**config.mk**
```make
export PLATFORM = sky130hd
export DESIGN_NAME = vga_blank_write_arbiter
export DESIGN_NICKNAME = d
export VERILOG_FILES = /design/src/rtl/vga_blank_write_arbiter_pkg.sv /design/src/rtl/vga_blank_write_arbiter_rr_pick.sv /design/src/rtl/vga_blank_write_arbiter.sv
export SDC_FILE = /design/constraint.sdc
export NUM_CORES = 1
export LEC_CHECK = 0
export CAP_MARGIN = 20
export CORE_UTILIZATION = 42
export CTS_BUF_LIST = sky130_fd_sc_hd__clkbuf_2
export DETAILED_ROUTE_END_ITERATION = 12
export PLACE_DENSITY = 0.8
export SETUP_SLACK_MARGIN = 0.02
export SYNTH_ARGS = -nofsm -noshare
export SYNTH_HDL_FRONTEND = slang
export SYNTH_SLANG_ARGS = --single-unit
```
**constraint.sdc**
```tcl
create_clock -name VGA_CLK -period 5.6 [get_ports VGA_CLK]
set_input_delay 1.68 -clock VGA_CLK [delete_from_list [all_inputs] [get_ports VGA_CLK]]
set_output_delay 1.68 -clock VGA_CLK [all_outputs]
set_load 0.03 [all_outputs]
```
**src/rtl/vga_blank_write_arbiter_pkg.sv**
```systemverilog
`default_nettype none
// ---------------------------------------------------------------------------
// vga_blank_write_arbiter_pkg: window FSM states and counter helpers | Rev 1.0
// ---------------------------------------------------------------------------
package vga_blank_write_arbiter_pkg;

  typedef enum logic [0:0] {
    WIN_CLOSED = 1'b0,
    WIN_OPEN   = 1'b1
  } win_state_t;

  localparam int              CNT_W   = 16;
  localparam logic [CNT_W-1:0] CNT_MAX = {CNT_W{1'b1}};

  function automatic logic [CNT_W-1:0] sat_inc(input logic [CNT_W-1:0] v);
    return (v == CNT_MAX) ? v : v + 1'b1;
  endfunction

endpackage
`default_nettype wire

```
**src/rtl/vga_blank_write_arbiter_rr_pick.sv**
```systemverilog
`default_nettype none
// ---------------------------------------------------------------------------
// vga_blank_write_arbiter_rr_pick: first eligible index at/after rr_ptr | Rev 1.0
// ---------------------------------------------------------------------------
module vga_blank_write_arbiter_rr_pick
  import vga_blank_write_arbiter_pkg::*;
#(
  parameter int N_REQ = 4
) (
  input  logic [N_REQ-1:0]         eligible,
  input  logic [$clog2(N_REQ)-1:0] rr_ptr,
  output logic [N_REQ-1:0]         winner,
  output logic [$clog2(N_REQ)-1:0] win_idx,
  output logic                     found
);

  localparam int IW = $clog2(N_REQ);

  logic [IW:0] sum;

  always_comb begin
    winner  = '0;
    win_idx = '0;
    found   = 1'b0;
    sum     = '0;
    for (int off = 0; off < N_REQ; off++) begin
      sum = {1'b0, rr_ptr} + (IW+1)'(off);
      if (sum >= (IW+1)'(N_REQ)) sum = sum - (IW+1)'(N_REQ);
      if (!found && eligible[sum[IW-1:0]]) begin
        found               = 1'b1;
        win_idx             = sum[IW-1:0];
        winner[sum[IW-1:0]] = 1'b1;
      end
    end
  end

endmodule
`default_nettype wire

```
**src/rtl/vga_blank_write_arbiter.sv**
```systemverilog
`default_nettype none
// ---------------------------------------------------------------------------
// vga_blank_write_arbiter: round-robin framebuffer writes inside blanking | Rev 1.0
// ---------------------------------------------------------------------------
module vga_blank_write_arbiter
  import vga_blank_write_arbiter_pkg::*;
#(
  parameter int N_REQ   = 4,
  parameter int P_WIDTH = 11,
  parameter int DATA_W  = 3,
  parameter int V_ONLY  = 1,
  parameter int BUDGET  = 0
) (
  input  logic                      VGA_CLK,
  input  logic                      VGA_RST,
  input  logic                      VGA_VS,
  input  logic                      valid,
  input  logic [N_REQ-1:0]          REQ,
  input  logic [N_REQ*P_WIDTH-1:0]  REQ_X,
  input  logic [N_REQ*P_WIDTH-1:0]  REQ_Y,
  input  logic [N_REQ*DATA_W-1:0]   REQ_DATA,
  output logic [N_REQ-1:0]          GNT,
  output logic                      WR_EN,
  output logic [P_WIDTH-1:0]        WR_X,
  output logic [P_WIDTH-1:0]        WR_Y,
  output logic [DATA_W-1:0]         WR_DATA,
  output logic                      FRAME_START,
  output logic [CNT_W-1:0]          WR_COUNT
);

  localparam int               IW       = $clog2(N_REQ);
  localparam logic [CNT_W-1:0] BUDGET_L = CNT_W'(BUDGET);

  win_state_t       win_st;
  logic             vs_d;
  logic [IW-1:0]    rr_ptr;
  logic [N_REQ-1:0] last_gnt;
  logic [CNT_W-1:0] budget_cnt;
  logic [CNT_W-1:0] cur_cnt;

  logic             vs_fall;
  logic             window_open;
  logic             budget_ok;
  logic [N_REQ-1:0] eligible;
  logic [IW-1:0]    win_idx;
  logic             found;

  assign vs_fall = vs_d & ~VGA_VS;

  // valid closes the vblank window in the very cycle it rises; reset forces everything idle
  assign window_open = ~VGA_RST & ~valid & ((V_ONLY == 0) || (win_st == WIN_OPEN));
  assign budget_ok   = (BUDGET == 0) || (budget_cnt < BUDGET_L);
  assign eligible    = REQ & ~last_gnt & {N_REQ{window_open & budget_ok}};

  vga_blank_write_arbiter_rr_pick #(
    .N_REQ (N_REQ)
  ) u_rr_pick (
    .eligible (eligible),
    .rr_ptr   (rr_ptr),
    .winner   (GNT),
    .win_idx  (win_idx),
    .found    (found)
  );

  assign WR_EN = found;

  always_comb begin
    WR_X    = '0;
    WR_Y    = '0;
    WR_DATA = '0;
    for (int i = 0; i < N_REQ; i++) begin
      if (GNT[i]) begin
        WR_X    = WR_X    | REQ_X[i*P_WIDTH +: P_WIDTH];
        WR_Y    = WR_Y    | REQ_Y[i*P_WIDTH +: P_WIDTH];
        WR_DATA = WR_DATA | REQ_DATA[i*DATA_W +: DATA_W];
      end
    end
  end

  always_ff @(posedge VGA_CLK or posedge VGA_RST) begin
    if (VGA_RST) begin
      win_st      <= WIN_CLOSED;
      vs_d        <= 1'b1;
      FRAME_START <= 1'b0;
      rr_ptr      <= '0;
      last_gnt    <= '0;
      budget_cnt  <= '0;
      cur_cnt     <= '0;
      WR_COUNT    <= '0;
    end else begin
      vs_d        <= VGA_VS;
      FRAME_START <= vs_fall;

      case (win_st)
        WIN_CLOSED: if (vs_fall) win_st <= WIN_OPEN;
        WIN_OPEN:   if (valid)   win_st <= WIN_CLOSED;
        default:                 win_st <= WIN_CLOSED;
      endcase

      last_gnt <= GNT;
      if (found)
        rr_ptr <= (win_idx == IW'(N_REQ-1)) ? '0 : win_idx + 1'b1;

      // a grant landing on FRAME_START opens the new count but not the new budget
      if (FRAME_START) begin
        WR_COUNT   <= cur_cnt;
        cur_cnt    <= found ? CNT_W'(1) : '0;
        budget_cnt <= '0;
      end else if (found) begin
        cur_cnt    <= sat_inc(cur_cnt);
        budget_cnt <= sat_inc(budget_cnt);
      end
    end
  end

endmodule
`default_nettype wire
```
## Word level (Yosys, flattened, before mapping)

Cells that the tools add are included.

| word-level totals | value |
|---|---|
| flip-flop bits (word level) | 41 |
| output and inout port bits | 47 |
| logic and storage cells | 117 |

| cells by class | value |
|---|---|
| add/sub/neg operators | 9 |
| $lt $le $gt $ge | 12 |
| eq/ne operators | 3 |
| multiplexer cells | 52 |
| bitwise operators | 22 |
| reduce and logical (&&, ||, !) cells | 12 |

Operators with widths:

| cell | number |
|---|---|
| two-way mux 11 bit | 8 |
| OR 11 bit | 6 |
| two-way mux 16 bit | 3 |
| two-way mux 2 bit | 9 |
| adder 16 x 1 -> 16 bit (second input constant) | 1 |
| equality test 16 bit (second input constant) | 1 |
| two-way mux 4 bit | 4 |
| two-way mux 1 bit | 15 |
| < comparator 2 x 3 -> 1 bit (second input constant) | 4 |
| two-way mux 3 bit | 4 |
| OR 4 bit | 3 |
| greater-or-equal comparator 3 bit (second input constant) | 3 |
| OR 3 bit | 3 |
| bitwise AND 4 bit | 2 |
| binary-select mux 1 bit (select 2 bit) | 4 |
| demux 1 bit (select 2 bit) | 4 |
| greater-or-equal comparator 2 x 1 -> 1 bit (second input constant) | 4 |
| subtractor 2 x 1 -> 2 bit (second input constant) | 4 |
| logical AND 1 bit | 7 |
| adder 2 x 2 -> 3 bit (second input constant) | 2 |
| inverter 1 bit | 4 |
| inverter 4 bit | 1 |
| adder 2 x 1 -> 3 bit (second input constant) | 1 |
| bitwise AND 1 bit | 3 |
| other kinds (8) | 10 |

## Logic depth before layout (Yosys ltp)

Gate-level depths: netlist (run 1).

| logic depth | value |
|---|---|
| word-level depth | 23 |
| gate-level depth with buffers | 12 |
| gate-level depth less buffers | 8 |

## Hierarchy

A second synthesis (run 1) with hierarchy kept.

| second synthesis, totals | value |
|---|---|
| cells, all modules | 288 |
| area total of the unflattened synthesis | 2824.0 sq um |

Modules (own cells, without submodules):

| module | times used | cells an instance | area each (sq um) | seq. area each (sq um) |
|---|---|---|---|---|
| vga_blank_write_arbiter | 1 | 243 | 2402.3 | 1027.2 |
| vga_blank_write_arbiter_rr_pick | 1 | 45 | 421.7 | 0.0 |

## Worst setup path after synthesis (run 1)

OpenSTA, ideal clock, no wires.

| timing path | value |
|---|---|
| path type | input-to-output |
| start point | input VGA_RST |
| end point | output WR_X[3] |
| data arrival time | 4.287 ns |
| setup slack | -0.367 ns |
| stages | 7 |
| cell sequence | inv_1 nand3_1 or3_1 buf_2 clkbuf_1 a32o_1 a211o_1 |

| on the way | value |
|---|---|
| word-level cells in the longest chain between the ends | 23 |

RTL lines:

| element | RTL line | source |
|---|---|---|
| start, declared | vga_blank_write_arbiter.sv:15 | `input logic VGA_RST,` |
| inverter 1 bit * | vga_blank_write_arbiter.sv:51 | `assign window_open = ~VGA_RST & ~valid & ((V_ONLY == 0) \|\| (win_st == WIN_OPEN));` |
| bitwise AND 1 bit * (2 in series) | vga_blank_write_arbiter.sv:51 |  |
| bitwise AND 4 bit * | vga_blank_write_arbiter.sv:53 | `assign eligible = REQ & ~last_gnt & {N_REQ{window_open & budget_ok}};` |
| binary-select mux 1 bit (select 2 bit) | vga_blank_write_arbiter_rr_pick.sv:29 | `if (!found && eligible[sum[IW-1:0]]) begin` |
| two-way mux 1 bit (implied by the code) | vga_blank_write_arbiter_rr_pick.sv:29 |  |
| two-way mux 1 bit | vga_blank_write_arbiter_rr_pick.sv:29 |  |
| zero test 1 bit | vga_blank_write_arbiter_rr_pick.sv:29 |  |
| logical AND 1 bit | vga_blank_write_arbiter_rr_pick.sv:29 |  |
| (+6 left out) | -- |  |
| two-way mux 4 bit * | vga_blank_write_arbiter_rr_pick.sv:29 |  |
| two-way mux 11 bit | vga_blank_write_arbiter.sv:72 | `if (GNT[i]) begin` |
| OR 11 bit | vga_blank_write_arbiter.sv:73 | `WR_X = WR_X \| REQ_X[i*P_WIDTH +: P_WIDTH];` |
| two-way mux 11 bit | vga_blank_write_arbiter.sv:72 |  |
| OR 11 bit | vga_blank_write_arbiter.sv:73 |  |
| two-way mux 11 bit | vga_blank_write_arbiter.sv:72 |  |
| OR 11 bit | vga_blank_write_arbiter.sv:73 |  |
| two-way mux 11 bit * | vga_blank_write_arbiter.sv:72 |  |
| end, declared | vga_blank_write_arbiter.sv:24 | `output logic [P_WIDTH-1:0] WR_X,` |

Every way passes the cells marked *; elsewhere a longest branch is shown, timed or not. The select of a mux whose other input is x is not followed.

## Worst setup path in the final report (run 1)

| timing path | value |
|---|---|
| start point | input REQ[0] |
| end point | output WR_Y[8] |

| on the way | value |
|---|---|
| word-level cells in the longest chain between the ends | 21 |

RTL lines:

| element | RTL line | source |
|---|---|---|
| start, declared | vga_blank_write_arbiter.sv:18 | `input logic [N_REQ-1:0] REQ,` |
| bitwise AND 4 bit * (2 in series) | vga_blank_write_arbiter.sv:53 |  |
| binary-select mux 1 bit (select 2 bit) | vga_blank_write_arbiter_rr_pick.sv:29 |  |
| two-way mux 1 bit (implied by the code) | vga_blank_write_arbiter_rr_pick.sv:29 |  |
| two-way mux 1 bit | vga_blank_write_arbiter_rr_pick.sv:29 |  |
| zero test 1 bit | vga_blank_write_arbiter_rr_pick.sv:29 |  |
| logical AND 1 bit | vga_blank_write_arbiter_rr_pick.sv:29 |  |
| two-way mux 1 bit | vga_blank_write_arbiter_rr_pick.sv:29 |  |
| zero test 1 bit | vga_blank_write_arbiter_rr_pick.sv:29 |  |
| (+4 left out) | -- |  |
| two-way mux 4 bit * | vga_blank_write_arbiter_rr_pick.sv:29 |  |
| two-way mux 11 bit | vga_blank_write_arbiter.sv:72 |  |
| OR 11 bit | vga_blank_write_arbiter.sv:74 | `WR_Y = WR_Y \| REQ_Y[i*P_WIDTH +: P_WIDTH];` |
| two-way mux 11 bit | vga_blank_write_arbiter.sv:72 |  |
| OR 11 bit | vga_blank_write_arbiter.sv:74 |  |
| two-way mux 11 bit | vga_blank_write_arbiter.sv:72 |  |
| OR 11 bit | vga_blank_write_arbiter.sv:74 |  |
| two-way mux 11 bit * | vga_blank_write_arbiter.sv:72 |  |
| end, declared | vga_blank_write_arbiter.sv:25 | `output logic [P_WIDTH-1:0] WR_Y,` |

Marked as above.

==> results of run 1 <==
-- state kept, by name, summed over array words and instances, names as in the netlist --
| register | count |
|---|---|
| FRAME_START | 1 |
| WR_COUNT | 16 |
| cur_cnt | 16 |
| last_gnt | 4 |
| rr_ptr | 2 |
| vs_d | 1 |
| win_st | 1 |
-- through the flow --
step	worst slack [ns]	hold slack (ns)	std cells	setup TNS, ns
finish	0.1369	0.5347	801	0
global placement	-0.1845	0.4900	786	-4.033
detailed placement	-0.2292	0.4987	786	-5.351
floorplan	0.08109	0.4987	500	0
global route	0.09796	0.5534	801	0
CTS	0.02365	0.5382	800	0
-- cell usage in the layout, fill, tap and decap left out, types with 3 or more instances in the layout --
| cell | n |
|---|---|
| o21ai_0 | 11 |
| nand3b_1 | 3 |
| dfrtp_1 | 40 |
| a211o_1 | 27 |
| nor3b_1 | 4 |
| nor2_1 | 10 |
| mux2_2 | 18 |
| or3_1 | 9 |
| nor2b_1 | 4 |
| a2111oi_0 | 4 |
| a32o_1 | 25 |
| clkbuf_2 | 10 |
| buf_6 | 12 |
| nand4_1 | 4 |
| buf_12 | 8 |
| a21o_1 | 3 |
| or4_1 | 4 |
| nand2_1 | 63 |
| clkdlybuf4s50_1 | 118 |
| inv_1 | 34 |
| a22oi_1 | 50 |
| buf_4 | 65 |
| o221ai_1 | 27 |
| a21oi_1 | 15 |
| o31ai_1 | 4 |
| nand2b_4 | 3 |
| nor3_1 | 4 |
| ha_1 | 7 |
| and2_1 | 3 |
| nand3_1 | 29 |
-- per-layer routing --
layer / wire, um / track usage [%]
met4: 579 / 15.38
met5: 0 / 0
met3: 1020 / 6.103
met2: 7452 / 48.10
met1: 6386 / 38.05
-- power groups by stage --
stage	Combinational, mW	Clock, mW	Sequential [mW]
after detailed placement	1.43	0	0.345
after floorplan	0.855	0	0.358
after CTS	1.49	0.135	0.340
after global routing	1.61	0.150	0.343
after global placement	1.40	0	0.343
final	1.52	0.131	0.340
-- kinds of logic (layout without fill, tap and decap cells) --
family,Yosys count,count (layout),synth area share (%)
AOI/OAI and AO/OA,185,185,36.25
and+or+nand+nor,161,161,20.79
buffers and inverters,81,253,8.004
DFF,41,41,25.18
muxes,23,23,7.206
adders and majority gates,7,7,2.146
xor gates and xnor gates,2,2,0.4294
-- what timing repair did --
action                                  4_1_cts  5_1_grt
pin swaps                                     3        1
hold buffers                                  0        0
endpoints found under the setup margin       30       27
gates cloned                                  2        0
resized for setup                            30       10
setup buffers                                 4        1
hold endpoints to repair                      0        0
-- final timing paths --
| path | from | endpoint | slack (ns) | depth (start not counted) |
|---|---|---|---|---|
| min in group asynchronous | VGA_RST | WR_COUNT[9]$_DFFE_PP0P_ | 1.62 | 4 |
| worst max register to register | rr_ptr[0]$_DFFE_PP0P_ | cur_cnt[14]$_DFFE_PP0P_ | 2.37 | 9 |
| worst min register to register | WR_COUNT[11]$_DFFE_PP0P_ | WR_COUNT[11]$_DFFE_PP0P_ | 0.53 | 1 |
| worst min-delay path | WR_COUNT[11]$_DFFE_PP0P_ | WR_COUNT[11]$_DFFE_PP0P_ | 0.53 | 1 |
| max in group asynchronous | VGA_RST | vs_d$_DFF_PP1_ | 3.59 | 4 |
| worst max-delay path | REQ[0] | WR_Y[8] | 0.14 | 9 |
-- worst max-delay path: cells and delay by family --
| kind | cells | cell delay (ns) |
|---|---|---|
| buffers and inverters | 4 | 0.66 |
| AOI/OAI and AO/OA | 2 | 0.56 |
| muxes | 1 | 0.47 |
| and+or+nand+nor | 2 | 0.41 |
-- final cells by class --
cell class                      count  area (um2)
Inverter                           35       135.1
Clock buffer                        6       30.03
Tap cell                          129       161.4
Multi-Input combinational cell    378        2830
Timing Repair Buffer              210        2033
Fill cell                         765        3099
Sequential cell                    41        1027
Clock inverter                      2       11.26
==> results by group, run 1 <==
Power
  – Peak VDD IR: 0.2125 mV
  – Switch share: 49.79%
  – Clock power share: 6.6%
  – Power Internal: 1.000 mW
  – Power Dens Cells: 319.9 nW/um2
  – Comb pwr share: 76.3%
  – Lkg Pwr: 2.874 nW
  – Sequential Power Share: 17.1%
  – P_sw: 0.9919 mW
  – Tot Pwr: 1.992 mW

Global routing
  – Vias in the first global route: 5032
  – Initial antenna violation count: 0
  – Global-route wire length before repair: 24.30 mm
  – Gr ovfl total: 0
  – Overall track demand over capacity in global routing: 29.92%
  – Pin count of the biggest net entering global routing: 42

Yosys
  – Post-synthesis sequential area ratio: 25.18%
  – Syn. warnings: 0
  – Number of synthesized register bits: 41
  – Largest area contributor in the netlist: dfrtp_1
  – Synthesized cell area: 4080 um2
  – Dominant cells by area after synthesis: dfrtp_1 25%, a22oi_1 9.2%, a32o_1 6.1%, o221ai_1 6.0%, a211o_1 5.8%
  – FFs w/ async S/R, synth: 100.0%
  – Syn_area_per_cell: 8.160 um2
  – Most numerous cell in the Yosys netlist: nand2_1
  – EDFF count, synth: 0
  – Syn_nets: 615
  – Library cells used by synthesis: 59
  – Yosys top cell area share: 24.53%
  – Commonest cells in the netlist: 63 x nand2_1, 50 x a22oi_1, 40 x dfrtp_1
  – Most common flop cell mapped by yosys: dfrtp_1
  – Cells after synthesis: 500

Floorplanning
  – Core Area: 9328 um2
  – Die ar.: 10110 um2
  – I/O pin cnt: 155
  – Std cell rows: 35
  – DIE WIDTH: 100.6 um
  – Starting Density: 43.74%
  – DIE HEIGHT: 100.6 um

Cells and area
  – Fin area: 6228 um2
  – Area added between synthesis and finish: 52.65%
  – Layout cell share with drive strength beyond 1: 20.98%
  – Final Core Density: 66.77%
  – ANT cells: 0
  – Final nets: 786

Detailed routing
  – Routed len/inst: 19.27 um
  – Antenna viol nets, final: 0
  – Vias/cell: 6.270
  – DRC violations left: 0
  – Via Count: 5022
  – Detailed router's first-iteration violation count: 390
  – Drt first pass iters: 5
  – Routed wire length: 15.44 mm

CTS
  – Clock latency on the worst-skew pair: 0.42 ns
  – CTS Buf Count: 5
  – CTS root buffer: clkbuf_2
  – Clock Sinks: 41
  – Worst-path clk slew: 0.19 ns
  – Max clock buf depth: 2
  – TritonCTS clock tree: yes
  – H-tree depth: 2

Worst setup path
  – Critical Path Source Type: input port
  – Critical path fanouts, max: 26
  – Critical path arrival: 3.78 ns
  – Cell with the largest stage delay on the worst path: mux4_2
  – CP Capture Type: output pin
  – WS Path Type: input port to output pin
  – Crit path top cell by count: buf_4
  – Crit-path cells: clkbuf_2 -> nand2b_4 -> mux4_2 -> buf_4 -> or3_4 -> buf_12 -> a32o_1 -> a211o_1 -> buf_4
  – Worst EP required: 3.92 ns
  – CP peak stage delay: 0.47 ns

STA
  – Max Transition Viols Final: 0
  – Slew headroom: 61.24%
  – Final Critical Period: 5.463 ns
  – Final hold vios: 0
  – RSZ-0062 raised after global routing: false
  – Worst Clk Skew: 0.03064 ns
  – Final setup viols: 0
  – Final clock period utilization by the worst path: 97.56%
  – Fmax: 183.0 MHz
  – Slew @ Worst Pin: 0.5814 ns

Place
  – Placer Congestion: 0.9159
  – Buffers on Ports: 154
  – Detail Placement HPWL: 10.67 mm
  – Placed standard-cell area: 6006 um2

Min path
  – Hold Crit Class: flop to flop

Flow run
  – Max-cap violations: 0

Outcome
  – Status: complete, no violations
No activity file was read; power rests on OpenSTA's default activity.
==> run 2, diff against run 1 <==
--- a/config.mk
+++ b/config.mk
@@ -9,7 +9,7 @@
 export CORE_UTILIZATION = 42
 export CTS_BUF_LIST = sky130_fd_sc_hd__clkbuf_2
 export DETAILED_ROUTE_END_ITERATION = 12
-export PLACE_DENSITY = 0.8
+export PLACE_DENSITY_LB_ADDON = 0.15
 export SETUP_SLACK_MARGIN = 0.02
 export SYNTH_ARGS = -nofsm -noshare
 export SYNTH_HDL_FRONTEND = slang
==> run 2 against run 1 <==
Effect of this change: flip-flop and latch count stayed put; highest routed layer unchanged; via count is 0.96% lower; final cell count is 0.25% lower.
==> results by group, run 2 (synthesis gave the netlist of run 1 again) <==
Outcome
  – Status: complete, no violations

Detailed routing
  – Top layer in use: met4
  – Detailed router's first-iteration violation count: 383 (-1.8%)
  – Routed len/inst: 19.18 um (-0.50%)
  – WL met3: 1.074 mm (+5.3%)
  – Via Count: 4974 (-0.96%)
  – Vias/cell: 6.225 (-0.71%)
  – DRC violations left: 0 (unchanged)
  – Antenna viol nets, final: 0 (unchanged)
  – Post-Route M1 WL: 6.352 mm (-0.53%)
  – Drt first pass iters: 5 (unchanged)
  – Met2 wire length: 7.435 mm (-0.23%)
  – Routed wire length: 15.32 mm (-0.74%)

Flow run
  – Max-cap violations: 0 (unchanged)

Global routing
  – Initial antenna violation count: 0 (unchanged)
  – Pin count of the biggest net entering global routing: 42 (unchanged)
  – Overall track demand over capacity in global routing: 29.15% (-0.78 points)
  – Global-route wire length before repair: 23.78 mm (-2.1%)
  – Vias in the first global route: 4824 (-4.1%)
  – Gr ovfl total: 0 (unchanged)

Cells and area
  – Final nets: 784 (-0.25%)
  – Most frequent cells in the layout: 118 x clkdlybuf4s50_1, 64 x buf_4, 63 x nand2_1
  – Regs by FF count: WR_COUNT (16), cur_cnt (16), last_gnt (4)
  – Layout fillers: 779 (+1.8%)
  – Area of the multi-input gates: 2840 um2 (+0.35%)
  – Layout cell share with drive strength beyond 1: 21.34% (+0.36 points)
  – Commonest non-fill, non-tap cell in the layout: clkdlybuf4s50_1
  – Final non-filler cell total: 799 (-0.25%)
  – ANT cells: 0 (unchanged)
  – Area added between synthesis and finish: 55.17%
  – Storage cell area: 1027 um2 (unchanged)

CTS
  – CTS root buffer: clkbuf_2
  – Worst-path clk slew: 0.22 ns (+0.03 ns)
  – Clock Sinks: 41 (unchanged)
  – CTS Buf Count: 5 (unchanged)
  – Hold Buf Count CTS: 0 (unchanged)
  – H-tree depth: 2 (unchanged)
  – TritonCTS clock tree: yes
  – Max clock buf depth: 2 (unchanged)
  – Clock latency on the worst-skew pair: 0.44 ns (+0.02 ns)

Worst setup path
  – R2r endpoint: cur_cnt[14]$_DFFE_PP0P_
  – Critical path arrival: 3.86 ns (+0.08 ns)
  – Critical path fanouts, max: 7 (-73%)
  – Flop-to-flop setup slack: 2.27 ns (-0.10 ns)
  – R2R depth: 9 (unchanged)
  – Worst EP required: 3.92 ns (about the same)
  – Critical Path Source Type: input port
  – Critical R2R Launch: rr_ptr[0]$_DFFE_PP0P_
  – WS Path Type: input port to output pin
  – CP Capture Type: output pin

Min path
  – Hold endpoint: WR_COUNT[11]$_DFFE_PP0P_
  – Hold-critical path depth: 1 (unchanged)
  – HP Start: WR_COUNT[11]$_DFFE_PP0P_
  – Hold Crit Class: flop to flop

STA
  – Final worst setup slack: 0.06309 ns (-0.07383 ns)
  – Final hold vios: 0 (unchanged)
  – Worst Clk Skew: 0.01870 ns (-0.01194 ns)
  – RSZ-0062 raised after global routing: false
  – Final Critical Period: 5.537 ns (+0.07383 ns)
  – Final clock period utilization by the worst path: 98.87% (+1.3 points)
  – Final setup viols: 0 (unchanged)
  – Max Transition Viols Final: 0 (unchanged)
  – Slew @ Worst Pin: 0.5988 ns (+0.01736 ns)
  – Fmax: 180.6 MHz (-1.3%)
  – Slew headroom: 60.08% (-1.2 points)

Place
  – Buffers on Ports: 154 (unchanged)
  – Pre-CTS setup slack: -0.2046 ns (+0.02454 ns)
  – Detail Placement HPWL: 10.43 mm (-2.3%)
  – Placer Congestion: 0.9030 (-1.4%)
  – Dpl cells: 784 (-0.25%)

Floorplanning
  – DIE HEIGHT: 100.6 um (unchanged)
  – I/O pin cnt: 155 (unchanged)
  – Core Area: 9328 um2 (unchanged)
  – DIE WIDTH: 100.6 um (unchanged)
  – Die ar.: 10110 um2 (unchanged)
  – Starting Density: 43.74% (unchanged)
  – Std cell rows: 35 (unchanged)

Power
  – Peak VDD IR: 0.2709 mV (+27%)
  – Power Dens Cells: 327.3 nW/um2 (+2.3%)
  – Lkg Pwr: 2.915 nW (+1.4%)
  – Tot Pwr: 2.072 mW (+4.0%)
## run 2: changes by cell type in the layout (fill, tap and decap cells not counted), moves of 2 or more
cell       change
buf_12         +5
buf_6          -9
clkbuf_16      +2
clkbuf_2       -2
nor3_2         +2
nor3_4         -2
nor3b_1        -2
nor3b_4        +2
## run 2: layout make-up
cell class	instances	area share (%)
multi-input cells	378	44.86
inverters	35	2.134
flip-flops and latches	41	16.23
clock inverters	3	0.6917
repair buffers	208	33.14
well taps	129	2.549
clock buffers	5	0.3953
## run 2: stage by stage
step | util [%] | area [um2] | setup TNS [ns] | hold WS, ns
after floorplan | - | 4089 | 0 | 0.4987
after global placement | 64.83 | 6047 | -3.998 | 0.4895
after detailed placement | 64.83 | 6047 | -4.755 | 0.4950
after CTS | 66.37 | 6191 | 0 | 0.5396
after global routing | 67.87 | 6331 | 0 | 0.5604
final | 67.87 | 6331 | 0 | 0.5357
## run 2: worst max-delay path, cell delays in order
cell             delay (ns)
clkdlybuf4s15_1        0.24
nand2b_4               0.08
mux4_2                 0.52
buf_6                  0.17
a21o_1                 0.17
a31oi_4                0.33
clkbuf_16              0.24
a32o_1                 0.14
a211o_1                0.11
buf_4                  0.15
## run 2: metal layers
layer / up-vias / track usage [%]
met5: - / 0
met4: 0 / 9.476
met3: 42 / 4.022
met2: 230 / 48.58
met1: 2403 / 38.96
li1: 2299 / -
## run 2: repair_timing
action                                  4_1_cts  5_1_grt
buffers inserted                              2        1
endpoints found under the setup margin       29       26
gates cloned                                  1        3
resized for setup                            13       23
pin swaps                                     4        2
## run 2: report_power, final
group	internal, mW	leakage (nW)	switching [mW]
Combinational	0.675	2.31	0.870
Sequential	0.320	0.558	0.0207
Clock	0.0764	0.0433	0.110
## run 2: how the worst max path moves through the flow
stage | from | end | cells past startpoint | slack, ns
final | REQ[0] | WR_X[6] | 10 | 0.06
after global routing | REQ[0] | WR_Y[8] | 10 | 0.04
after CTS | VGA_RST | WR_DATA[2] | 11 | 0.02
after detailed placement | REQ[2] | WR_DATA[2] | 8 | -0.20
after global placement | REQ[1] | WR_Y[2] | 9 | -0.18
after floorplan | VGA_RST | WR_DATA[0] | 8 | 0.08
==> run 3, diff against run 2 <==
--- a/config.mk
+++ b/config.mk
@@ -9,6 +9,7 @@
 export CORE_UTILIZATION = 42
 export CTS_BUF_LIST = sky130_fd_sc_hd__clkbuf_2
 export DETAILED_ROUTE_END_ITERATION = 12
+export GPL_ROUTABILITY_DRIVEN = 1
 export PLACE_DENSITY_LB_ADDON = 0.15
 export SETUP_SLACK_MARGIN = 0.02
 export SYNTH_ARGS = -nofsm -noshare
==> results of run 3 <==
The final DEF is identical to that of run 2; final timing and power are the same.
